<file path="config.mk">
export PLATFORM = sky130hd
export DESIGN_NAME = decode_stage
export DESIGN_NICKNAME = d
export VERILOG_FILES = /design/src/rtl/cpu_pkg.sv /design/src/rtl/decode_stage_cond_check.sv /design/src/rtl/decode_stage.sv
export SDC_FILE = /design/constraint.sdc
export NUM_CORES = 1
export LEC_CHECK = 0
export BUFFER_PORTS_ARGS = -buffer_cell sky130_fd_sc_hd__buf_2
export CORE_UTILIZATION = 30
export CTS_CLUSTER_DIAMETER = 120
export DETAILED_ROUTE_END_ITERATION = 10
export GPL_TIMING_DRIVEN = 0
export SLEW_MARGIN = 20
export SYNTH_ARGS = -nofsm -noshare
export SYNTH_HDL_FRONTEND = slang
export SYNTH_SLANG_ARGS = --single-unit
</file>
<file path="constraint.sdc">
create_clock -name clk -period 1.5 [get_ports clk]
set_input_delay 0 -clock clk [delete_from_list [all_inputs] [get_ports clk]]
set_output_delay 0 -clock clk [all_outputs]
set_load 0.02 [all_outputs]
</file>
<file path="src/rtl/cpu_pkg.sv">
// Shared types for the ARM-subset pipeline: condition codes, ALU opcodes,
// instruction classes and the instruction-class decode helper.
package cpu_pkg;

   typedef enum logic [3:0] {
      C_EQ, C_NE, C_CS, C_CC, C_MI, C_PL, C_VS, C_VC,
      C_HI, C_LS, C_GE, C_LT, C_GT, C_LE, C_AL, C_NV
   } cond_e;

   typedef enum logic [3:0] {
      OP_AND, OP_EOR, OP_SUB, OP_RSB, OP_ADD, OP_ADC, OP_SBC, OP_RSC,
      OP_TST, OP_TEQ, OP_CMP, OP_CMN, OP_ORR, OP_MOV, OP_BIC, OP_MVN
   } alu_op_e;

   typedef enum logic [1:0] {IC_DP, IC_LDST, IC_BR, IC_UNDEF} iclass_e;

   localparam logic [3:0] PC_REG = 4'd15;

   function automatic iclass_e classify(input logic [2:0] f);
      case (f)
         3'b000, 3'b001: return IC_DP;
         3'b010, 3'b011: return IC_LDST;
         3'b101:         return IC_BR;
         default:        return IC_UNDEF;
      endcase
   endfunction

   // TST/TEQ/CMP/CMN only set flags and never write a register.
   function automatic logic is_test_op(input alu_op_e op);
      return op inside {OP_TST, OP_TEQ, OP_CMP, OP_CMN};
   endfunction

endpackage

</file>
<file path="src/rtl/decode_stage_cond_check.sv">
// Combinational ARM condition evaluation against NZCV flags.
module cond_check
   import cpu_pkg::*;
(
   input  logic [3:0] cond,
   input  logic [3:0] flags,
   output logic       pass
);

   logic n, z, c, v;

   always_comb begin
      {n, z, c, v} = flags;
      unique case (cond_e'(cond))
         C_EQ: pass = z;
         C_NE: pass = ~z;
         C_CS: pass = c;
         C_CC: pass = ~c;
         C_MI: pass = n;
         C_PL: pass = ~n;
         C_VS: pass = v;
         C_VC: pass = ~v;
         C_HI: pass = c & ~z;
         C_LS: pass = ~c | z;
         C_GE: pass = (n == v);
         C_LT: pass = (n != v);
         C_GT: pass = ~z & (n == v);
         C_LE: pass = z | (n != v);
         C_AL: pass = 1'b1;
         default: pass = 1'b0;
      endcase
   end

endmodule

</file>
<file path="src/rtl/decode_stage.sv">
// Instruction decode stage: registered decode with valid/ready flow control,
// a one-bubble load-use interlock and squash of the taken-branch shadow.
module decode_stage
   import cpu_pkg::*;
#(
   parameter int WORD       = 4,
   parameter int WIDTH      = 8,
   parameter int ADDR_WIDTH = 4,
   parameter int SHADOW     = 2
) (
   input  logic                   clk,
   input  logic                   rst_n,
   input  logic                   flush,
   input  logic                   in_valid,
   output logic                   in_ready,
   input  logic [WORD*WIDTH-1:0]  instr,
   input  logic [3:0]             flags,
   output logic                   out_valid,
   input  logic                   out_ready,
   output logic [ADDR_WIDTH-1:0]  in1,
   output logic [ADDR_WIDTH-1:0]  in2,
   output logic [ADDR_WIDTH-1:0]  wa,
   output logic                   we,
   output logic                   ib,
   output logic [WORD*WIDTH-1:0]  bv,
   output logic [3:0]             alu_op,
   output logic                   use_imm,
   output logic [WORD*WIDTH-1:0]  imm,
   output logic                   is_load,
   output logic                   is_store,
   output logic                   is_byte
);

   localparam int DW  = WORD * WIDTH;
   localparam int SCW = $clog2(SHADOW + 1);

   function automatic logic signed [DW-1:0] br_offset(input logic [DW-1:0] w);
      logic signed [DW-1:0] ext;
      ext = {{(DW-24){w[23]}}, w[23:0]};
      return ext <<< 2;
   endfunction

   iclass_e               cls;
   logic                  pass;
   logic                  rd_rn, rd_rm, rd_rd;
   logic                  hazard, accept;
   logic [ADDR_WIDTH-1:0] rn, rm, rd;

   logic [ADDR_WIDTH-1:0] in1_d, in2_d, wa_d, in1_q, in2_q, wa_q;
   logic                  we_d, ib_d, use_imm_d, ld_d, st_d, byte_d;
   logic                  we_q, ib_q, use_imm_q, ld_q, st_q, byte_q;
   logic [DW-1:0]         bv_d, imm_d, bv_q, imm_q;
   logic [3:0]            alu_d, alu_q;
   logic                  out_valid_q;
   logic [SCW-1:0]        squash_q;

   cond_check u_cond (
      .cond  (instr[31:28]),
      .flags (flags),
      .pass  (pass)
   );

   assign rn  = ADDR_WIDTH'(instr[19:16]);
   assign rd  = ADDR_WIDTH'(instr[15:12]);
   assign rm  = ADDR_WIDTH'(instr[3:0]);
   assign cls = classify(instr[27:25]);

   always_comb begin
      in1_d     = '0;
      in2_d     = '0;
      wa_d      = '0;
      we_d      = 1'b0;
      ib_d      = 1'b0;
      bv_d      = '0;
      alu_d     = '0;
      use_imm_d = 1'b0;
      imm_d     = '0;
      ld_d      = 1'b0;
      st_d      = 1'b0;
      byte_d    = 1'b0;
      rd_rn     = 1'b0;
      rd_rm     = 1'b0;
      rd_rd     = 1'b0;
      unique case (cls)
         IC_DP: begin
            in1_d     = rn;
            in2_d     = rm;
            wa_d      = rd;
            alu_d     = instr[24:21];
            use_imm_d = instr[25];
            imm_d     = DW'(instr[7:0]);
            we_d      = ~is_test_op(alu_op_e'(instr[24:21]));
            rd_rn     = 1'b1;
            rd_rm     = ~instr[25];
         end
         IC_LDST: begin
            in1_d     = rn;
            wa_d      = rd;
            use_imm_d = ~instr[25];
            byte_d    = instr[22];
            imm_d     = DW'(instr[11:0]);
            rd_rn     = 1'b1;
            rd_rm     = instr[25];
            if (instr[20]) begin
               ld_d  = 1'b1;
               we_d  = 1'b1;
               in2_d = rm;
            end else begin
               st_d  = 1'b1;
               in2_d = rd;
               rd_rd = 1'b1;
            end
         end
         IC_BR: begin
            ib_d = 1'b1;
            bv_d = br_offset(instr);
         end
         default: ;
      endcase
      // A failed condition still occupies a slot but has no side effects.
      if (!pass) begin
         we_d = 1'b0;
         ib_d = 1'b0;
         ld_d = 1'b0;
         st_d = 1'b0;
      end
   end

   assign hazard = out_valid_q & ld_q & we_q & in_valid &
                   ((rd_rn & (wa_q == rn)) | (rd_rm & (wa_q == rm)) | (rd_rd & (wa_q == rd)));
   assign in_ready = (~out_valid_q | out_ready) & ~hazard & ~flush;
   assign accept   = in_valid & in_ready;

   always_ff @(posedge clk) begin
      if (!rst_n) begin
         out_valid_q <= 1'b0;
         squash_q    <= '0;
         in1_q       <= '0;
         in2_q       <= '0;
         wa_q        <= '0;
         we_q        <= 1'b0;
         ib_q        <= 1'b0;
         bv_q        <= '0;
         alu_q       <= '0;
         use_imm_q   <= 1'b0;
         imm_q       <= '0;
         ld_q        <= 1'b0;
         st_q        <= 1'b0;
         byte_q      <= 1'b0;
      end else if (flush) begin
         out_valid_q <= 1'b0;
         squash_q    <= '0;
      end else if (accept) begin
         if (squash_q != '0) begin
            out_valid_q <= 1'b0;
            squash_q    <= squash_q - SCW'(1);
         end else begin
            out_valid_q <= 1'b1;
            in1_q       <= in1_d;
            in2_q       <= in2_d;
            wa_q        <= wa_d;
            we_q        <= we_d;
            ib_q        <= ib_d;
            bv_q        <= bv_d;
            alu_q       <= alu_d;
            use_imm_q   <= use_imm_d;
            imm_q       <= imm_d;
            ld_q        <= ld_d;
            st_q        <= st_d;
            byte_q      <= byte_d;
            if (ib_d) squash_q <= SCW'(SHADOW);
         end
      end else if (out_ready | ~out_valid_q) begin
         out_valid_q <= 1'b0;
      end
   end

   assign out_valid = out_valid_q;
   assign in1       = in1_q;
   assign in2       = in2_q;
   assign wa        = wa_q;
   assign we        = we_q;
   assign ib        = ib_q;
   assign bv        = bv_q;
   assign alu_op    = alu_q;
   assign use_imm   = use_imm_q;
   assign imm       = imm_q;
   assign is_load   = ld_q;
   assign is_store  = st_q;
   assign is_byte   = byte_q;

endmodule

</file>
==> PnR_summary.wiki, run 1 <==
{| class="wikitable"
! Metric !! Value
|-
| Post-layout nets || 581
|-
| Total congestion overflow || 0
|-
| Number of antenna violations at the first check in global routing || 0
|-
| Number of failing hold endpoints at the final stage || 0
|-
| Buffers on Ports || between 100 and 150
|-
| Final count of pins violating max slew || 0
|-
| Total Power || 4.080 mW
|-
| Vert. Die Dim || 107.1 µm
|-
| Min Clock Period, post-route || 1763 ps
|-
| Gpl congestion || 0.8529
|-
| Area of the die || roughly 11000 µm²
|-
| Cell Pwr Density || about 830 nW/µm²
|-
| Post-synth EDFFs || 0
|-
| Most repeated cell in the gate-level netlist after synthesis || dfxtp_1
|-
| Maximum single-stage delay on the critical path || about 380 ps
|-
| Portion of the post-synthesis area used by sequential elements || around 37%
|-
| Dominant cell type by area after synthesis || dfxtp_1
|-
| Required time worst endpoint || 1500 ps
|-
| Dominant register cell in the synthesized netlist || dfxtp_1
|-
| Setup repair after global routing missed its margin || true
|-
| Sw Share || 27.44%
|-
| Endpoint arrival time on the critical path || 1760 ps
|-
| Total track usage || 18.27%
|-
| Average wire per cell in the routed design || 15.35 µm
|-
| Largest fanout on the critical path || 4
|-
| Clk Latency, worst-skew pair || 350 ps
|-
| TritonCTS Sinks || slightly above 60
|-
| Floorplan row count || 38
|-
| Final worst-path cycle share || 117.5%
|-
| Initial DRC Count || 91
|-
| Initial core utilization || 30.70%
|-
| Number of inserted diodes || 0
|-
| Deepest clock path buffer count || 2
|-
| Max cap viols || 0
|-
| Post-synthesis to final-layout area growth || 47.92%
|-
| Crit path capture type || output pin
|-
| Critical path class || reg2out
|-
| Standard cell with the maximum stage delay on the critical path || dfxtp_4
|-
| Result of the run || complete, but fails checks
|-
| Highest Clock Rate || 0.5673 GHz
|-
| Fraction of layout cells with a size suffix above 1 || roughly 38%
|-
| Fraction of synthesized cell area taken by the top area cell type || 36.86%
|-
| LEAKAGE || around 2.1 nW
|-
| Root Driver || clkbuf_8
|-
| HP Class || in2reg
|-
| Net switching power figure || approximately 1.1 mW
|-
| Number of global-route vias before repair || a little over 3000
|-
| Number of design rule violations left after detail routing || 0
|-
| Final hold slack || around 22 ps
|-
| Syn_area_per_cell || 9.077 µm²
|-
| Synthesized-area fraction occupied by and/or/nand/nor cells || 26.77%
|-
| Antenna violation net count after detailed routing || 0
|-
| Internal Power || 2.960 mW
|-
| Portion of total power attributed to combinational logic || 18.6%
|-
| DP Wirelength || between 7 and 8 mm
|-
| Clock slew at the register clock pins of the worst setup and hold paths || 80 ps
|-
| Detailed Route WL || 10.48 mm
|-
| Flop pwr share || 40.8%
|-
| Share of cell area taken by muxes after synthesis || 4.569%
|-
| Warning count from the yosys run || 0
|-
| Measured slew at the worst slew-check pin || approximately 550 ps
|-
| Cell family with the largest share of critical-path delay || compound AO/OA/AOI/OAI gates
|-
| Dominant combinational cell family by area after synthesis || simple AND/OR/NAND/NOR gates
|-
| Drt pass-1 iters || 4
|-
| Chip Width || 107.1 µm
|-
| Failing checks || negative setup slack
|-
| Vias per inst || 4.575
|-
| Total of flip-flops plus latches after synthesis || between 60 and 70
|-
| Asr flop ratio synth || 0%
|-
| TritonCTS clock tree || built
|-
| Placeable core region || 10790 µm²
|-
| H-tree lvl count || 3
|-
| Top cells by count, synth || 61 x dfxtp_1, 53 x nand2b_1, 52 x a21boi_1
|-
| Top-Level Pins || 129
|-
| Adder-cell share of the synthesized area || less than 1%
|-
| VDD IR max || 415.6 µV
|-
| First-pass GRT wire length || 15.79 mm
|-
| Top cells by area, synth || dfxtp_1 37%, a21boi_1 12%, nand2b_1 10%, buf_4 7.7%, nand3_1 5.6%
|-
| Max Clock Skew || approximately 12 ps
|-
| Synthesized area || roughly 3300 µm²
|-
| Worst slew margin relative to its limit || 63.58%
|-
| Total CTS buffers || 9
|-
| Detailed-route via count || 3125
|-
| Buf+Inv Stages, Crit Path || 1
|-
| Post-route worst setup slack || -262.8 ps
|-
| Clock power share || 40.6%
|-
| Largest net degree at the start of global routing || 13
|-
| Parity-gate share of the synthesized area counting xor and xnor cells || 4.645%
|-
| Synth unique cells || 40
|-
| Critical Path Start Type || flop
|-
| Cells after synthesis || ~370
|-
| Series of cell instances along the critical path || xnor2_2 -> nand4_1 -> o22ai_2 -> a21oi_1 -> and2_1 -> buf_2
|-
| Fraction of the mapped netlist area in compound gates || 15.26%
|-
| Final-report setup violation count || 62
|}
## through the flow
stage	TNS (ps)	setup slack, ps	util, %	cell area (µm²)	instances
after floorplan	-4532	-97.99	-	3476	386
after global placement	-10500	-278.0	38.65	4172	630
after detailed placement	-12100	-309.3	38.65	4172	630
after CTS	-10710	-208.8	44.20	4771	680
after global routing	-19120	-363.3	45.41	4901	683
final	-13430	-262.8	45.41	4901	683
## power by group through the flow
stage	Sequential (mW)	Combinational [mW]	Clock, mW
6_report	1.66	0.758	1.66
5_1_grt	1.67	0.812	1.77
4_1_cts	1.66	0.721	1.69
3_5_place_dp	1.70	0.630	0
3_3_place_gp	1.70	0.623	0
2_1_floorplan	1.74	0.382	0
## kinds of logic (layout without fill, tap and decap cells)
| family | Yosys count | after routing |
|---|---|---|
| simple gates | 148 | 148 |
| compound gates | 64 | 64 |
| flops | 61 | 61 |
| buf+inv | 58 | 215 |
| xor+xnor | 16 | 16 |
| mux | 15 | 15 |
| fa+ha+maj | 2 | 2 |
| other cells | 1 | 22 |
## what timing repair did
item                                    in CTS  in global routing
gates cloned                                 3                  1
setup buffers                                5                  3
hold buffers                                26                  0
pin swaps                                   10                 12
endpoints found under the hold margin       53                  0
endpoints found under the setup margin      62                 62
resized for setup                           13                 16
## worst min-delay path, stage by stage
cell     delay [ps]
buf_2           100
nor2b_4          50
o21a_1          170
## registers in the layout, indices dropped and copies added (netlist names)
name and cells:
bv 24, we 1, use_imm 1, is_store 1
alu_op 4, wa 4, ib 1, squash_q 2
in2 4, is_load 1, in1 4, is_byte 1
out_valid 1, imm 12
## cells in the final DEF (no fill, tap or decap), types with 2 or more instances in the layout
master,netlist,layout
nor2b_1,13,12
xnor2_2,0,4
and3b_1,4,4
nand2b_4,0,2
clkinv_4,0,2
dlygate4sd3_1,0,26
buf_4,34,39
buf_2,4,105
buf_8,0,3
nand2b_1,53,51
nand3b_1,16,16
mux2i_1,14,14
a21oi_1,2,2
a32oi_1,2,2
nand3_2,0,7
xnor2_1,11,7
conb_1,1,22
bufinv_16,0,2
dfxtp_4,0,7
clkbuf_1,13,12
xor2_1,4,4
ha_1,2,2
inv_6,0,2
inv_1,3,3
nor2_1,9,8
a21boi_2,0,2
nor3b_1,2,2
clkbuf_8,0,9
buf_6,2,6
nand3_1,37,29
buf_1,2,2
a21boi_1,52,51
nand4_1,2,2
nand2_1,6,6
dfxtp_1,61,54
## path summary, 6_finish.rpt
kind,start,endpoint,slack [ps],cells after the start
setup / recovery,wa[2]$_SDFFE_PN0P_,in_ready,-260,6
hold / removal,out_ready,out_valid$_SDFFE_PP0P_,20,3
setup reg to reg,wa[2]$_SDFFE_PN0P_,imm[10]$_SDFFE_PN0P_,-260,8
hold reg to reg,is_store$_SDFFE_PN0P_,is_store$_SDFFE_PN0P_,460,2
## cell type report
class	count	area, µm²
clock buffers	10	127.6
inverters	3	11.26
plain buffers	55	400.4
flip-flops and latches	61	1247
clock inverters	6	95.09
fillers	1067	5892
repair buffers	141	917.1
multi-input cells	267	1927
well taps	140	175.2
## routing by layer
metal | part of all wire, % | vias up | GRT usage (%)
li1 | - | 1536 | -
met3 | 8.5 | 17 | 7.234
met4 | 2.3 | 0 | 5.577
met1 | 43 | 1456 | 22.04
met5 | 0 | - | 0
met2 | 46 | 116 | 29.72
No activity file was read; power rests on OpenSTA's default activity.
==> run 2: changes to the inputs <==
Settings changed: REMOVE_ABC_BUFFERS set to 1.
==> run 2 against run 1 <==
Against the previous run: the flow still finishes with violations (negative setup slack); utilization increased by 2.2 points; worst hold slack improved by 100 ps; cell area increased by 4.7%; highest routed layer unchanged; register-to-register slack got worse by 90 ps.
==> PnR_summary.wiki, run 2 (synthesis gave the netlist of run 1 again) <==
{| class="wikitable"
! Metric !! Value
|-
| Result of the run || complete, but fails checks
|-
| Failing checks || negative setup slack
|-
| TritonCTS clock tree || built
|-
| Post-synthesis to final-layout area growth || 54.95%
|-
| Number of global-route vias before repair || 2932 (-4.3%)
|-
| Highest Clock Rate || 0.5387 GHz (-5.0%)
|-
| Gpl congestion || 0.7088 (-17%)
|-
| Critical path class || reg2reg
|-
| Vert. Die Dim || 107.1 µm (unchanged)
|-
| Number of inserted diodes || 0 (unchanged)
|-
| Flop pwr share || 45.1% (+4.3 points)
|-
| Post-route worst setup slack || -356.4 ps (-93.62 ps)
|-
| Net switching power figure || 1.030 mW (-8.0%)
|-
| Total Power || 3.717 mW (-8.9%)
|-
| Detailed-route via count || 3009 (-3.7%)
|-
| Most common library cell in the layout ignoring fill and taps || buf_2
|-
| Endpoint arrival time on the critical path || 2080 ps (+320 ps)
|-
| Top-Level Pins || 129 (unchanged)
|-
| Chip Width || 107.1 µm (unchanged)
|-
| Area used by sequential logic in the layout || 1240 µm² (-0.60%)
|-
| Source of the worst register-to-register timing path || wa[2]$_SDFFE_PN0P_
|-
| Placeable core region || 10790 µm² (unchanged)
|-
| Portion of total power attributed to combinational logic || 21.3% (+2.7 points)
|-
| Clock slew at the register clock pins of the worst setup and hold paths || 60 ps (-20 ps)
|-
| Largest net degree at the start of global routing || 60 (+47)
|-
| Buffers on Ports || 106 (+1.9%)
|-
| Launch point of the worst hold path || instr[26]
|-
| Total CTS buffers || 9 (unchanged)
|-
| Total track usage || 16.03% (-2.2 points)
|-
| Initial core utilization || 30.70% (unchanged)
|-
| Internal Power || 2.687 mW (-9.2%)
|-
| Initial DRC Count || 142 (+56%)
|-
| Clock power share || 33.7% (-6.9 points)
|-
| Detailed Route WL || 9.284 mm (-11%)
|-
| Number of failing hold endpoints at the final stage || 0 (unchanged)
|-
| Floorplan row count || 38 (unchanged)
|-
| Number of design rule violations left after detail routing || 0 (unchanged)
|-
| TritonCTS Sinks || 61 (unchanged)
|-
| Max Clock Skew || 7.495 ps (-4.138 ps)
|-
| Reg-to-reg critical path endpoint || in2[3]$_SDFFE_PN0P_
|-
| Final count of pins violating max slew || 0 (unchanged)
|-
| Slack of the worst reg-to-reg path || -360 ps (-90 ps)
|-
| Max cap viols || 0 (unchanged)
|-
| Final worst-path cycle share || 123.8% (+6.2 points)
|-
| Filler instances || 1015 (-4.9%)
|-
| Antenna violation net count after detailed routing || 0 (unchanged)
|-
| Fin area || 5134 µm² (+4.7%)
|-
| Multi-input gate area || 2306 µm² (+20%)
|-
| Number of cell instances on the worst register-to-register path || 9 (+1)
|-
| Average wire per cell in the routed design || 14.28 µm (-6.9%)
|-
| Worst slew margin relative to its limit || 41.09% (-22 points)
|-
| Post-layout nets || 549 (-5.5%)
|-
| Number of antenna violations at the first check in global routing || 0 (unchanged)
|-
| Total congestion overflow || 0 (unchanged)
|-
| Crit path capture type || flop
|-
| Measured slew at the worst slew-check pin || 883.7 ps (+337.3 ps)
|-
| Min Clock Period, post-route || 1856 ps (+93.62 ps)
|-
| VDD IR max || 429.1 µV (+3.2%)
|-
| Vias per inst || 4.629 (+1.2%)
|-
| Deepest clock path buffer count || 2 (unchanged)
|-
| DP Wirelength || 5.494 mm (-25%)
|-
| Required time worst endpoint || 1720 ps (+220 ps)
|-
| Final-report setup violation count || 62 (unchanged)
|-
| LEAKAGE || 2.135 nW (-0.62%)
|-
| Sw Share || 27.72% (+0.28 points)
|-
| Worst hold endpoint || alu_op[2]$_SDFFE_PN0P_
|-
| Flip-flop count of the largest register after layout || 24 (unchanged)
|-
| DP Area || 3811 µm² (-8.6%)
|-
| Clk Latency, worst-skew pair || 340 ps (about the same)
|-
| HP Class || in2reg
|-
| Root Driver || clkbuf_8
|-
| Area of the die || 11470 µm² (unchanged)
|-
| Critical Path Start Type || flop
|-
| Drt pass-1 iters || 4 (unchanged)
|-
| Largest fanout on the critical path || 6 (+2)
|-
| First-pass GRT wire length || 14.27 mm (-9.7%)
|-
| Hold Path Depth || 4 (+1)
|-
| Commonest cells after routing, fill and taps aside || 105 x buf_2, 54 x dfxtp_1, 36 x nand2b_4, 29 x a21boi_1, 28 x dlygate4sd3_1
|-
| H-tree lvl count || 3 (unchanged)
|-
| Setup repair after global routing missed its margin || true
|-
| Fraction of layout cells with a size suffix above 1 || 48.24% (+11 points)
|-
| Cell Pwr Density || 724.1 nW/µm² (-13%)
|}
==> run 2: changes by cell type in the layout (fill, tap and decap cells not counted), moves of 8 or more <==
cell      before  now
a21boi_2       2   24
a21boi_1      51   29
buf_4         39   12
nand3_2        7   15
nand2b_1      51   17
nand2b_4       2   36
clkbuf_1      12    3
==> run 2: timing repair <==
item	CTS	global route
buffers inserted	15	6
hold buffers	28	0
endpoints found under the setup margin	62	62
hold endpoints to repair	53	0
resized for setup	59	60
gates cloned	5	2
pin swaps	21	39
==> run 2: area by class of cell <==
class / count / area share [%]
Multi-Input combinational cell: 267 / 44.92
Clock buffer: 13 / 2.900
Sequential cell: 61 / 24.15
Tap cell: 140 / 3.412
Timing Repair Buffer: 164 / 24.20
Clock inverter: 2 / 0.1950
Inverter: 3 / 0.2194
==> run 2: per-layer routing <==
layer,part of all wire (%),global-route usage (%)
met1,43,19.01
met2,51,27.51
met3,4.8,4.073
met4,1.6,6.360
met5,0,0
==> run 2: through the flow <==
stage / instances / setup slack (ps) / setup TNS (ps) / hold slack [ps] / util, %
global placement: 577 / -2525 / -144020 / 267.7 / 34.69
global route: 650 / -462.9 / -21720 / 119.6 / 47.57
CTS: 645 / -372.2 / -16960 / 89.97 / 44.40
floorplan: 331 / -1716 / -97910 / 128.2 / -
detailed placement: 582 / -948.9 / -41600 / 276.4 / 35.31
finish: 650 / -356.4 / -15470 / 121.2 / 47.57
==> run 2: critical path: stages, from the launching register on <==
cell      delay, ps
dfxtp_4         360
buf_4           140
xnor2_1         110
and4_4          190
a211oi_4        250
buf_6           160
buf_12          140
buf_12          120
mux2i_2         190
nor2b_1          60
==> run 2: worst max-delay path by stage <==
stage,from,to,slack (ps)
finish,wa[2]$_SDFFE_PN0P_,in2[3]$_SDFFE_PN0P_,-360
global route,wa[2]$_SDFFE_PN0P_,in2[3]$_SDFFE_PN0P_,-460
CTS,wa[1]$_SDFFE_PN0P_,bv[9]$_SDFFE_PN0P_,-370
detailed placement,wa[1]$_SDFFE_PN0P_,in2[3]$_SDFFE_PN0P_,-950
global placement,wa[1]$_SDFFE_PN0P_,is_load$_SDFFE_PN0P_,-2520
floorplan,wa[1]$_SDFFE_PN0P_,ib$_SDFFE_PN0P_,-1720
==> run 2: power by group through the flow <==
stage / clock network, mW / registers (mW) / logic, mW
floorplan: 0 / 1.75 / 0.277
global placement: 0 / 1.71 / 0.514
detailed placement: 0 / 1.71 / 0.537
CTS: 1.33 / 1.67 / 0.740
global route: 1.38 / 1.68 / 0.849
finish: 1.25 / 1.68 / 0.790
==> run 3: changes to the inputs <==
Settings changed: HOLD_SLACK_MARGIN set to 0.15.
==> run 3 against run 2 <==
Against the previous run: the flow still finishes with violations (negative setup slack); first-iteration DRC count down 9.9%; routed wire length up 0.75%; worst setup slack about the same; sequential share of layout area down 0.16 points; utilization up 0.32 points; register-to-register slack about the same; global-route usage up 0.16 points; combinational power up 1%; highest routed layer unchanged.
==> PnR_summary.wiki, run 3 (synthesis gave the netlist of run 1 again) <==
{| class="wikitable"
! Metric !! Value
|-
| Final-report setup violation count || 62 (unchanged)
|-
| Post-synthesis to final-layout area growth || 56.00%
|-
| Cell Pwr Density || 720.8 nW/µm² (-0.46%)
|-
| Clk Latency, worst-skew pair || 340 ps (about the same)
|-
| Number of inserted diodes || 0 (unchanged)
|-
| Final hold slack || 181.3 ps (+60.12 ps)
|-
| Root Driver || clkbuf_8
|-
| Gpl congestion || 0.7088 (unchanged)
|-
| Largest net degree at the start of global routing || 60 (unchanged)
|-
| Setup slack after placement || -948.9 ps (unchanged)
|-
| Critical path class || reg2reg
|-
| Average wire per cell in the routed design || 14.32 µm (+0.29%)
|-
| Post-layout nets || 552 (+0.55%)
|-
| Most common library cell in the layout ignoring fill and taps || buf_2
|-
| Highest Clock Rate || 0.5388 GHz (about the same)
|-
| Portion of total power attributed to combinational logic || 21.5% (+0.2 points)
|-
| Clock power share || 33.6% (about the same)
|-
| Placeable core region || 10790 µm² (unchanged)
|-
| Deepest clock path buffer count || 2 (unchanged)
|-
| Drt pass-1 iters || 4 (unchanged)
|-
| Max cap viols || 0 (unchanged)
|-
| Antenna violation net count after detailed routing || 0 (unchanged)
|-
| Initial core utilization || 30.70% (unchanged)
|-
| Endpoint arrival time on the critical path || 2080 ps (about the same)
|-
| Number of antenna violations at the first check in global routing || 0 (unchanged)
|-
| Setup repair after global routing missed its margin || true
|-
| First-pass GRT wire length || 14.41 mm (+0.97%)
|-
| VDD IR max || 428.6 µV (-0.12%)
|-
| DP Area || 3811 µm² (unchanged)
|-
| Chip Width || 107.1 µm (unchanged)
|-
| Total Negative Setup Slacks || -15450 ps (+26.10 ps)
|-
| Flop pwr share || 45.0% (about the same)
|-
| Total Power || 3.725 mW (+0.22%)
|-
| Sw Share || 27.69% (about the same)
|-
| TritonCTS clock tree || built
|-
| Number of standard cells in the final layout excluding fillers || 653 (+0.46%)
|-
| Buffers on Ports || 106 (unchanged)
|-
| Crit path capture type || flop
|-
| Fraction of the core area covered by cells at the end of the flow || 47.89% (+0.32 points)
|-
| Min Clock Period, post-route || 1856 ps (-0.3960 ps)
|-
| Placed Cells || 582 (unchanged)
|-
| DP Wirelength || 5.494 mm (unchanged)
|-
| Total track usage || 16.19% (+0.16 points)
|-
| Commonest cells after routing, fill and taps aside || 105 x buf_2, 54 x dfxtp_1, 36 x nand2b_4, 31 x dlygate4sd3_1, 29 x a21boi_1
|-
| Floorplan row count || 38 (unchanged)
|-
| LEAKAGE || 2.148 nW (+0.60%)
|-
| Failing checks || negative setup slack
|-
| Number of failing hold endpoints at the final stage || 0 (unchanged)
|-
| Total CTS buffers || 9 (unchanged)
|-
| Detailed Route WL || 9.354 mm (+0.75%)
|-
| Internal Power || 2.694 mW (+0.26%)
|-
| Area of the die || 11470 µm² (unchanged)
|-
| Number of global-route vias before repair || 2979 (+1.6%)
|-
| Initial DRC Count || 128 (-9.9%)
|-
| HP Class || in2reg
|-
| Final count of pins violating max slew || 0 (unchanged)
|-
| Clock slew at the register clock pins of the worst setup and hold paths || 60 ps (about the same)
|-
| Result of the run || complete, but fails checks
|-
| Max Clock Skew || 7.110 ps (-0.3853 ps)
|-
| Critical Path Start Type || flop
|-
| Largest fanout on the critical path || 6 (unchanged)
|-
| Final worst-path cycle share || 123.7% (about the same)
|-
| Measured slew at the worst slew-check pin || 879.9 ps (-3.799 ps)
|-
| Required time worst endpoint || 1720 ps (about the same)
|-
| Total congestion overflow || 0 (unchanged)
|-
| H-tree lvl count || 3 (unchanged)
|-
| Vias per inst || 4.625 (about the same)
|-
| Number of design rule violations left after detail routing || 0 (unchanged)
|-
| Net switching power figure || 1.032 mW (+0.12%)
|-
| TritonCTS Sinks || 61 (unchanged)
|-
| Detailed-route via count || 3020 (+0.37%)
|-
| Fraction of layout cells with a size suffix above 1 || 48.15% (-0.087 points)
|-
| Flip-flop count of the largest register after layout || 24 (unchanged)
|-
| Vert. Die Dim || 107.1 µm (unchanged)
|-
| Fin area || 5169 µm² (+0.68%)
|-
| Post-route worst setup slack || -356.0 ps (+0.3960 ps)
|-
| Top-Level Pins || 129 (unchanged)
|-
| Worst slew margin relative to its limit || 41.34% (+0.25 points)
|}
run 3: cell types whose count changed in the layout (fill, tap and decap cells not counted), sizes merged:
cell         change
dlygate4sd3      +3
run 3: timing repair:
item | CTS | global route
endpoints found under the setup margin | 62 | 62
buffers inserted | 15 | 6
hold endpoints to repair | 59 | 0
pin swaps | 21 | 39
hold buffers | 31 | 0
gates resized for setup | 59 | 61
gates cloned | 5 | 2
run 3: path summary, 6_finish.rpt:
path / start / endpoint / slack (ps) / depth (start not counted)
max: wa[2]$_SDFFE_PN0P_ / in2[3]$_SDFFE_PN0P_ / -360 / 9
min: instr[14] / in2[2]$_SDFFE_PN0P_ / 180 / 5
max reg2reg: wa[2]$_SDFFE_PN0P_ / in2[3]$_SDFFE_PN0P_ / -360 / 9
min reg2reg: imm[2]$_SDFFE_PN0P_ / imm[2]$_SDFFE_PN0P_ / 460 / 2
run 3: area by class of cell:
type	instances	area (µm²)
Clock buffer	13	148.9
Clock inverter	2	10.01
Fill cell	1011	5624
Inverter	3	11.26
Multi-Input combinational cell	267	2311
Sequential cell	61	1240
Tap cell	140	175.2
Timing Repair Buffer	167	1272
run 3: critical path, cell delays in order (launching register included):
cell and delay (ps):
dfxtp_4 360, buf_4 140, xnor2_1 110, and4_4 190
a211oi_4 250, buf_6 160, buf_12 140, buf_12 120
mux2i_2 190, nor2b_1 60
run 3: power groups by stage:
stage               combinational [mW]  sequential, mW  clock, mW
global route                     0.860            1.68       1.38
finish                           0.800            1.68       1.25
detailed placement               0.537            1.71          0
global placement                 0.514            1.71          0
floorplan                        0.277            1.75          0
CTS                              0.749            1.67       1.33
run 3: routing by layer:
| metal | up-vias | global-route usage, % | routed length (µm) |
|---|---|---|---|
| li1 | 1483 | - | - |
| met1 | 1438 | 19.01 | 3937 |
| met2 | 86 | 28.02 | 4808 |
| met3 | 13 | 4.255 | 457 |
| met4 | 0 | 6.164 | 151 |
| met5 | - | 0 | 0 |
